<file path="src/rtl/tl_pkg.sv">
// tl_pkg: phase encoding and per-approach lamp decode shared by the intersection controller.
package tl_pkg;
  typedef enum logic [2:0] {ALL_RED = 3'd0, REDYLW = 3'd1, GREEN = 3'd2, YELLOW = 3'd3, FLASH = 3'd4} phase_e;
  typedef struct packed {logic r; logic y; logic g;} lamp_t;
  function automatic lamp_t lamp_of(phase_e p, logic sel, logic fl);
    lamp_t l;
    l = 3'b100;
    case (p)
      REDYLW: l.y = sel;
      GREEN: l = sel ? 3'b001 : 3'b100;
      YELLOW: l = sel ? 3'b010 : 3'b100;
      FLASH: l = {1'b0, fl, 1'b0};
      default: l = 3'b100;
    endcase
    return l;
  endfunction
endpackage

</file>
<file path="src/rtl/tl_if.sv">
// tl_if: inputs and lamp outputs of the intersection controller.
// Defining TL_PED_EN adds the pedestrian ped_req/walk signals.
interface tl_if
  import tl_pkg::*;
#(
  parameter int N_APPR = 2
);
  localparam int IW = $clog2(N_APPR);
  logic en, flash_req;
  logic [N_APPR-1:0] demand, red, yellow, green;
  logic [IW-1:0] active_idx;
  phase_e phase;
`ifdef TL_PED_EN
  logic [N_APPR-1:0] ped_req, walk;
  modport master(input en, flash_req, demand, ped_req, output red, yellow, green, active_idx, phase, walk);
  modport slave(output en, flash_req, demand, ped_req, input red, yellow, green, active_idx, phase, walk);
`else
  modport master(input en, flash_req, demand, output red, yellow, green, active_idx, phase);
  modport slave(output en, flash_req, demand, input red, yellow, green, active_idx, phase);
`endif
endinterface

</file>
<file path="src/rtl/tl_timer.sv">
// tl_timer: loadable down-counter; expired flags the last cycle of a phase.
module tl_timer #(
  parameter int TW = 8,
  parameter logic [TW-1:0] RST_VAL = TW'(1)
) (
  input  logic          clk,
  input  logic          rst_n,
  input  logic          en,
  input  logic          load,
  input  logic [TW-1:0] load_val,
  output logic          expired
);
  logic [TW-1:0] value_q, value_d;
  always_comb value_d = load ? load_val : en ? value_q - TW'(1) : value_q;
  always_ff @(posedge clk or negedge rst_n)
    if (!rst_n) value_q <= RST_VAL;
    else value_q <= value_d;
  assign expired = value_q == TW'(1);
endmodule

</file>
<file path="src/rtl/traffic_intersection.sv">
// traffic_intersection: N-approach round-robin signal controller with flashing-yellow mode.
// Defining TL_PED_EN adds sticky pedestrian requests and per-approach walk lamps.
module traffic_intersection
  import tl_pkg::*;
#(
  parameter int N_APPR   = 2,
  parameter int REDYLW_T = 2,
  parameter int GREEN_T  = 6,
  parameter int YELLOW_T = 2,
  parameter int ALLRED_T = 1,
  parameter int FLASH_T  = 4,
  parameter int TW       = 8
) (
  input logic  clk,
  input logic  rst_n,
  tl_if.master bus
);
  localparam int IW = $clog2(N_APPR);
  phase_e state_q, state_d;
  logic [IW-1:0] idx_q, idx_d, nxt_idx;
  logic flash_q, flash_d, expired, step;
  logic [TW-1:0] load_val;
  logic [N_APPR-1:0] dem, sel_oh, red_q, red_d, yellow_q, yellow_d, green_q, green_d;
`ifdef TL_PED_EN
  logic [N_APPR-1:0] ped_q, ped_d, ped_clr, walk_q, walk_d;
  assign dem = bus.demand | ped_q;
`else
  assign dem = bus.demand;
`endif
  assign step = bus.en && expired;
  assign sel_oh = N_APPR'(1) << idx_q;
  tl_timer #(.TW(TW), .RST_VAL(TW'(ALLRED_T))) u_timer (
    .clk(clk), .rst_n(rst_n), .en(bus.en), .load(step), .load_val(load_val), .expired(expired)
  );
  // Descending scan so the nearest requesting approach after idx_q wins.
  always_comb begin
    nxt_idx = IW'((int'(idx_q) + 1) % N_APPR);
    for (int k = N_APPR; k >= 1; k--)
      if (dem[(int'(idx_q) + k) % N_APPR]) nxt_idx = IW'((int'(idx_q) + k) % N_APPR);
  end
  always_comb begin
    state_d = state_q;
    idx_d = idx_q;
    flash_d = flash_q;
    load_val = TW'(ALLRED_T);
`ifdef TL_PED_EN
    walk_d = walk_q;
    ped_clr = '0;
`endif
    if (step)
      case (state_q)
        ALL_RED: begin
          state_d = bus.flash_req ? FLASH : REDYLW;
          idx_d = bus.flash_req ? idx_q : nxt_idx;
          flash_d = 1'b1;
          load_val = bus.flash_req ? TW'(FLASH_T) : TW'(REDYLW_T);
        end
        REDYLW: begin
          state_d = GREEN;
          load_val = TW'(GREEN_T);
`ifdef TL_PED_EN
          walk_d = sel_oh & ped_q;
          ped_clr = sel_oh;
`endif
        end
        GREEN: begin
          // Extend only while this approach is the sole one with demand.
          state_d = (!bus.flash_req && dem != '0 && (dem & ~sel_oh) == '0) ? GREEN : YELLOW;
          load_val = state_d == GREEN ? TW'(GREEN_T) : TW'(YELLOW_T);
`ifdef TL_PED_EN
          walk_d = '0;
`endif
        end
        YELLOW: state_d = ALL_RED;
        FLASH: begin
          state_d = bus.flash_req ? FLASH : ALL_RED;
          flash_d = !flash_q;
          load_val = bus.flash_req ? TW'(FLASH_T) : TW'(ALLRED_T);
        end
        default: state_d = ALL_RED;
      endcase
  end
  for (genvar i = 0; i < N_APPR; i++) begin : g_lamp
    lamp_t l;
    assign l = lamp_of(state_d, idx_d == IW'(i), flash_d);
    assign red_d[i] = l.r;
    assign yellow_d[i] = l.y;
    assign green_d[i] = l.g;
  end
  always_ff @(posedge clk or negedge rst_n)
    if (!rst_n) begin
      state_q <= ALL_RED;
      idx_q <= IW'(N_APPR - 1);
      flash_q <= 1'b0;
      red_q <= '1;
      yellow_q <= '0;
      green_q <= '0;
    end else begin
      state_q <= state_d;
      idx_q <= idx_d;
      flash_q <= flash_d;
      red_q <= red_d;
      yellow_q <= yellow_d;
      green_q <= green_d;
    end
`ifdef TL_PED_EN
  assign ped_d = (ped_q & ~ped_clr) | bus.ped_req;
  always_ff @(posedge clk or negedge rst_n)
    if (!rst_n) begin
      ped_q <= '0;
      walk_q <= '0;
    end else begin
      ped_q <= ped_d;
      walk_q <= walk_d;
    end
  assign bus.walk = walk_q;
`endif
  assign bus.red = red_q;
  assign bus.yellow = yellow_q;
  assign bus.green = green_q;
  assign bus.active_idx = idx_q;
  assign bus.phase = state_q;
endmodule

</file>
<file path="src/flat_wrapper.sv">
// flat-port wrapper written by rule: the top's interface ports become plain ports
module traffic_intersection_flat import tl_pkg::*;
#(
  parameter int N_APPR   = 2,
  parameter int REDYLW_T = 2,
  parameter int GREEN_T  = 6,
  parameter int YELLOW_T = 2,
  parameter int ALLRED_T = 1,
  parameter int FLASH_T  = 4,
  parameter int TW       = 8
)
  (clk, rst_n, bus_en, bus_flash_req, bus_demand, bus_red, bus_yellow, bus_green, bus_active_idx, bus_phase);
  tl_if #(.N_APPR(N_APPR)) bus_i ();
  input logic clk;
  input logic rst_n;
  input wire logic [$bits(bus_i.en)-1:0] bus_en;
  input wire logic [$bits(bus_i.flash_req)-1:0] bus_flash_req;
  input wire logic [$bits(bus_i.demand)-1:0] bus_demand;
  output wire logic [$bits(bus_i.red)-1:0] bus_red;
  output wire logic [$bits(bus_i.yellow)-1:0] bus_yellow;
  output wire logic [$bits(bus_i.green)-1:0] bus_green;
  output wire logic [$bits(bus_i.active_idx)-1:0] bus_active_idx;
  output wire logic [$bits(bus_i.phase)-1:0] bus_phase;
  assign bus_i.en = bus_en;
  assign bus_i.flash_req = bus_flash_req;
  assign bus_i.demand = bus_demand;
  assign bus_red = bus_i.red;
  assign bus_yellow = bus_i.yellow;
  assign bus_green = bus_i.green;
  assign bus_active_idx = bus_i.active_idx;
  assign bus_phase = bus_i.phase;
  traffic_intersection #(.N_APPR(N_APPR), .REDYLW_T(REDYLW_T), .GREEN_T(GREEN_T), .YELLOW_T(YELLOW_T), .ALLRED_T(ALLRED_T), .FLASH_T(FLASH_T), .TW(TW)) u_core (.clk(clk), .rst_n(rst_n), .bus(bus_i));
endmodule
</file>
<file path="config.mk">
export PLATFORM = sky130hd
export DESIGN_NAME = traffic_intersection_flat
export DESIGN_NICKNAME = d
export VERILOG_FILES = /design/src/rtl/tl_pkg.sv /design/src/rtl/tl_if.sv /design/src/rtl/tl_timer.sv /design/src/rtl/traffic_intersection.sv /design/src/flat_wrapper.sv
export SDC_FILE = /design/constraint.sdc
export NUM_CORES = 1
export LEC_CHECK = 0
export ABC_AREA = 1
export CORE_MARGIN = 2
export CORE_UTILIZATION = 57
export DETAILED_ROUTE_END_ITERATION = 10
export PLACE_DENSITY = 0.86
export SLEW_MARGIN = 20
export SYNTH_ARGS = -nofsm -noshare
export SYNTH_HDL_FRONTEND = slang
export SYNTH_SLANG_ARGS = --single-unit
</file>
<file path="constraint.sdc">
create_clock -name clk -period 4.2 [get_ports clk]
set_input_delay 0.84 -clock clk [delete_from_list [all_inputs] [get_ports clk]]
set_output_delay 0.84 -clock clk [all_outputs]
set_load 0.005 [all_outputs]
</file>
* Yosys cells after proc, flatten, opt, wreduce, memory -nomap -nowiden *
Index checks and enable logic that the tools add are counted.

cells by class
  bitwise logic cells = 5
  muxes and demuxes = 34
  $add $sub $neg = 3
  reductions and logical operators = 9
  equal/unequal tests = 9
  magnitude comparators = 2
  shifts and indexed selects = 1

operators by type and width
  cell                                                  number
  case mux 8 bit (4 select lines)                       1
  two-way mux 3 bit                                     10
  two-way mux 8 bit                                     2
  two-way mux 1 bit                                     13
  equality test 3 x 2 -> 1 bit (second input constant)  4
  case mux 3 bit (4 select lines)                       1
  equality test 8 x 1 -> 1 bit (second input constant)  1
  case mux 1 bit (4 select lines)                       2
  subtractor 8 x 1 -> 8 bit (second input constant)     1
  equality test 3 x 1 -> 1 bit (second input constant)  2
  equality test 3 bit (second input constant)           2
  < comparator 2 x 3 -> 1 bit (second input constant)   2
  case mux 1 bit (2 select lines)                       3
  case mux 1 bit (3 select lines)                       2
  nonzero test 2 bit                                    2
  logical AND 1 bit                                     3
  zero test 3 bit                                       1
  adder 1 bit (second input constant)                   2
  bitwise AND 1 bit (first input constant)              2
  bitwise AND 2 bit                                     1
  zero test 1 bit                                       2
  zero test 2 bit                                       1
  NOT 2 bit                                             1
  left shift 1 x 1 -> 2 bit (first input constant)      1
  NOT 1 bit                                             1

word-level totals
  output and inout port bits = 10
  input port bits = 6
  flip-flop bits (word level) = 19
  logic and storage cells = 70

* Logic depth before layout (Yosys ltp) *
  word-level depth = 12
  gate-level depth with buffers = 12
  depth with buffers taken out = 12

* By module *
A second synthesis with hierarchy kept.

unflattened totals
  cells, all modules = 152
  area, all modules = 1152.4 um2

by module, submodules not included
  module                cells an instance  instances  area an instance (um2)  sequential area each (um2)
  traffic_intersection  81                 1          616.8                   279.0
  tl_timer              71                 1          535.5                   201.4

* Worst setup path before layout *
Ideal clock, no wire load.

  kind = input-to-reg
  from = in bus_en
  to = reg u_core.yellow_q[1], in the netlist u_core.bus.yellow[1]
  setup time = 0.120 ns
  path slack = 2.495 ns
  data required time = 4.080 ns
  arrival time = 1.585 ns
  buffers on the path = 0
  cell stages on the path = 9
  cell sequence = inv_2 > nor2_4 > nand2_4 > nor2_8 > nand3_2 > nand2_4 > inv_4 > nand3_1 > nand2_1

RTL lines
  element                 line                         source
  start: declaration      flat_wrapper.sv:16           input wire logic [$bits(bus_i.en)-1:0] bus_en;
  end signal: assignment  traffic_intersection.sv:103  yellow_q <= yellow_d;
  end: declaration        traffic_intersection.sv:23   logic [N_APPR-1:0] dem, sel_oh, red_q, red_d, yellow_q, yellow_d, green_q, green_d;

* Worst setup path after layout *
  from = reg u_core.idx_q, in the netlist u_core.bus.active_idx
  to = out bus_active_idx

RTL lines
  element                   line                         source
  start: declaration        traffic_intersection.sv:20   logic [IW-1:0] idx_q, idx_d, nxt_idx;
  start signal: assignment  traffic_intersection.sv:93   idx_q <= IW'(N_APPR - 1);
  start signal: assignment  traffic_intersection.sv:100  idx_q <= idx_d;
  end: declaration          flat_wrapper.sv:22           output wire logic [$bits(bus_i.active_idx)-1:0] bus_active_idx;

No word-level cell between the ends.

==> flow_summary.ini <==
[outcome]
outcome = completed

[timing]
maxSlewHeadroom_pct = 44.48
rsz0062_at_grt = false
clock-skew-final_ns = 0.005065
timing.final.max_slew_violations = 0
clock_period_minus_worst_slack_ns = 2.214
fin_crit_sh_pct = 52.70
setup_viol = 0
final.setup.tns_ns = 0
fmax_mhz = 451.8
hold_viol = 0
fin_ws_ns = 1.987
worst_pin_slew_ns = 0.8303
timing.hold.ws_ns = 0.5755

[yosys]
ys_ff_latch = 19
netlist_instances = 142
cell_type_with_the_largest_total_area_after_synthesis = dfrtp_1
postSynth.topFlopCell = dfrtp_1
synth.top_cells.by_count = nand2_1, inv_1, dfrtp_1, nor2_1, a21oi_1
synth.lib_cells_used.distinct = 26
synthesis.yosys.warnings = 0
yosys-top-cells-area = dfrtp_1, dfstp_2, nand2_1
synth_edf_count = 0
ffs_w_async_s_r_synth_pct = 100.0
syn_area_um2 = 1149
seq_area_frac_synth_pct = 41.83
yosys.cell_count.top_type = nand2_1
synth_nets = 150
post_synth_top_area_share_pct = 32.68
synth_area_per_cell_um2 = 8.089

[placement]
io_buffer_count = 15
dpl.hpwl_um = 1769
dpl_cell_area_um2 = 1333
dp_slack_ns = 1.752
routabilityCongestion = 0.8756

[global_routing]
grt_first_pass_wirelength_um = 4057
grt_antenna_before_repair = 0
grt_pass1_vias = 970
grt_start_max_net_pins = 20
grt.total_usage_pct = 21.69
grt_overflow_total = 0

[pwr]
pwr_density_cell_nw_per_um2 = 371.3
vdd_drop_max_v = 0.0002184
sum_of_internal_switching_and_leakage_power_mw = 0.5050
p_leak_nw = 0.7176

[floorplan]
fp-row-count = 16
initial_core_util_pct = 59.77
die_x_um = 48.89
fp.dieH_um = 48.89
core_area_um2 = 1922
num_io_pins = 16
design.die.area_um2 = 2390

[critical_path]
critical_path.max_stage_delay_ns = 0.58
timing_worst_setup_path_type = register to output port
setup.worst_path.start_class = register
critical_path.slowest_cell = dfstp_2
crit_family = flip-flops
path_buf_inv = 1
timing.critical_path.arrival_ns = 1.37
crit_fanout = 4
critical_path.endpoint_type = output port
worst-endpoint-required_ns = 3.36
cell_breakdown_of_the_critical_path = clkdlybuf4s50_1

[drt]
vias_per_cell = 5.207
drc = 0
dr_total_vias = 979
wirelength_um = 2275
detail_route.iter0.violations = 26
firstDrtPassIters = 4
avgRoutedWirePerCell_um = 12.10
ant_nets = 0

[layout]
syn_to_final_growth_pct = 18.41
layout-drive-gt1-share_pct = 19.25
finalInstanceArea_um2 = 1360
diodes = 0
finish.net_count = 170

[clock_network]
htreeDepth = 1
number_of_clock_sinks = 19
ctsHoldBuffers = 0
clk_transition_reported_paths_ns = 0.11
clock-root-buffer = clkbuf_4
post_cts_resize_count = 0
clock_tree_from_tritoncts = built
cts_buffers = 3
clk_path_buf_depth = 2
insertion_delay_ns = 0.29
cts_setup_buffers = 0

[hold_path]
timing.hold.worst.class = register to register

[job]
number_of_max_cap_violations = 0
-- layout by cell type, fill, tap and decap left out, drive strengths merged --
master	synthesis	routed
nand4	1	1
ha	2	2
o31ai	1	1
o21ai	6	6
nand2	40	40
clkinv	0	1
o22ai	1	1
nor3	8	8
a31oi	2	2
dfstp	4	4
inv	25	25
a21oi	8	8
nand3	8	8
xor2	1	1
nor2	19	19
clkdlybuf4s50	0	15
clkbuf	0	3
dfrtp	15	15
nor4	1	1
-- worst register-to-register path, cell delays in order, from the launching register on --
cell,delay (ns)
dfstp_2,0.58
ha_1,0.19
nand2_1,0.06
nor2_1,0.23
nand2_4,0.13
nand2_2,0.08
nand2_2,0.09
nor2_1,0.16
inv_1,0.06
nor2_2,0.10
nor2_1,0.05
-- stage by stage --
| step | utilization, % | std cells |
|---|---|---|
| global route | 70.77 | 188 |
| finish | 70.77 | 188 |
| global placement | 69.34 | 184 |
| detailed placement | 69.34 | 184 |
| CTS | 70.77 | 188 |
| floorplan | - | 142 |
-- kinds of logic after synthesis --
logic type | after synthesis | synth area share [%]
buffers and inverters | 25 | 8.388
adder cells (fa/ha/maj) | 2 | 2.178
flip-flops | 19 | 41.83
XOR/XNOR | 1 | 0.7627
AND/OR/NAND/NOR | 77 | 38.45
AO/OA/AOI/OAI | 18 | 8.388
-- registers in the layout (all words and copies together) (netlist names) --
signal                  count
u_core.bus.phase            3
u_core.bus.active_idx       1
u_core.bus.red              2
u_core.u_timer.value_q      8
u_core.bus.green            2
u_core.flash_q              1
u_core.bus.yellow           2
-- area by class of cell --
class	count	area [um^2]
multi-input combinational	98	571.8
sequential	19	480.5
inverter	25	96.34
fill	149	561.8
tap	27	33.78
timing repair buffer	15	150.1
clock inverter	1	5.005
clock buffer	3	22.52
-- power breakdown --
group          switching [mW]  leakage (nW)  total, mW  internal (mW)
registers              0.0293         0.214      0.252          0.223
logic                  0.0961         0.486      0.160         0.0643
clock network          0.0567        0.0177     0.0922         0.0354
total                   0.182         0.718      0.505          0.323
-- final timing paths --
| check | end | slack [ns] | from | cells after the start |
|---|---|---|---|---|
| setup / recovery | bus_active_idx | 1.99 | u_core.bus.active_idx | 1 |
| setup reg to reg | u_core.bus.red[1] | 2.40 | u_core.u_timer.value_q[0] | 10 |
| max in group asynchronous | u_core.u_timer.value_q[3] | 2.68 | rst_n | 1 |
| hold / removal | u_core.u_timer.value_q[0] | 0.58 | u_core.u_timer.value_q[0] | 2 |
| hold reg to reg | u_core.u_timer.value_q[0] | 0.58 | u_core.u_timer.value_q[0] | 2 |
| min in group asynchronous | u_core.u_timer.value_q[4] | 1.01 | rst_n | 1 |
-- layer usage --
| layer | GRT usage (%) | routed length, um |
|---|---|---|
| met4 | 6.190 | 21 |
| met3 | 3.681 | 102 |
| met5 | 0 | 0 |
| met1 | 25.35 | 955 |
| met2 | 40.41 | 1195 |
Note: power is estimated with default switching activity, not from simulation.
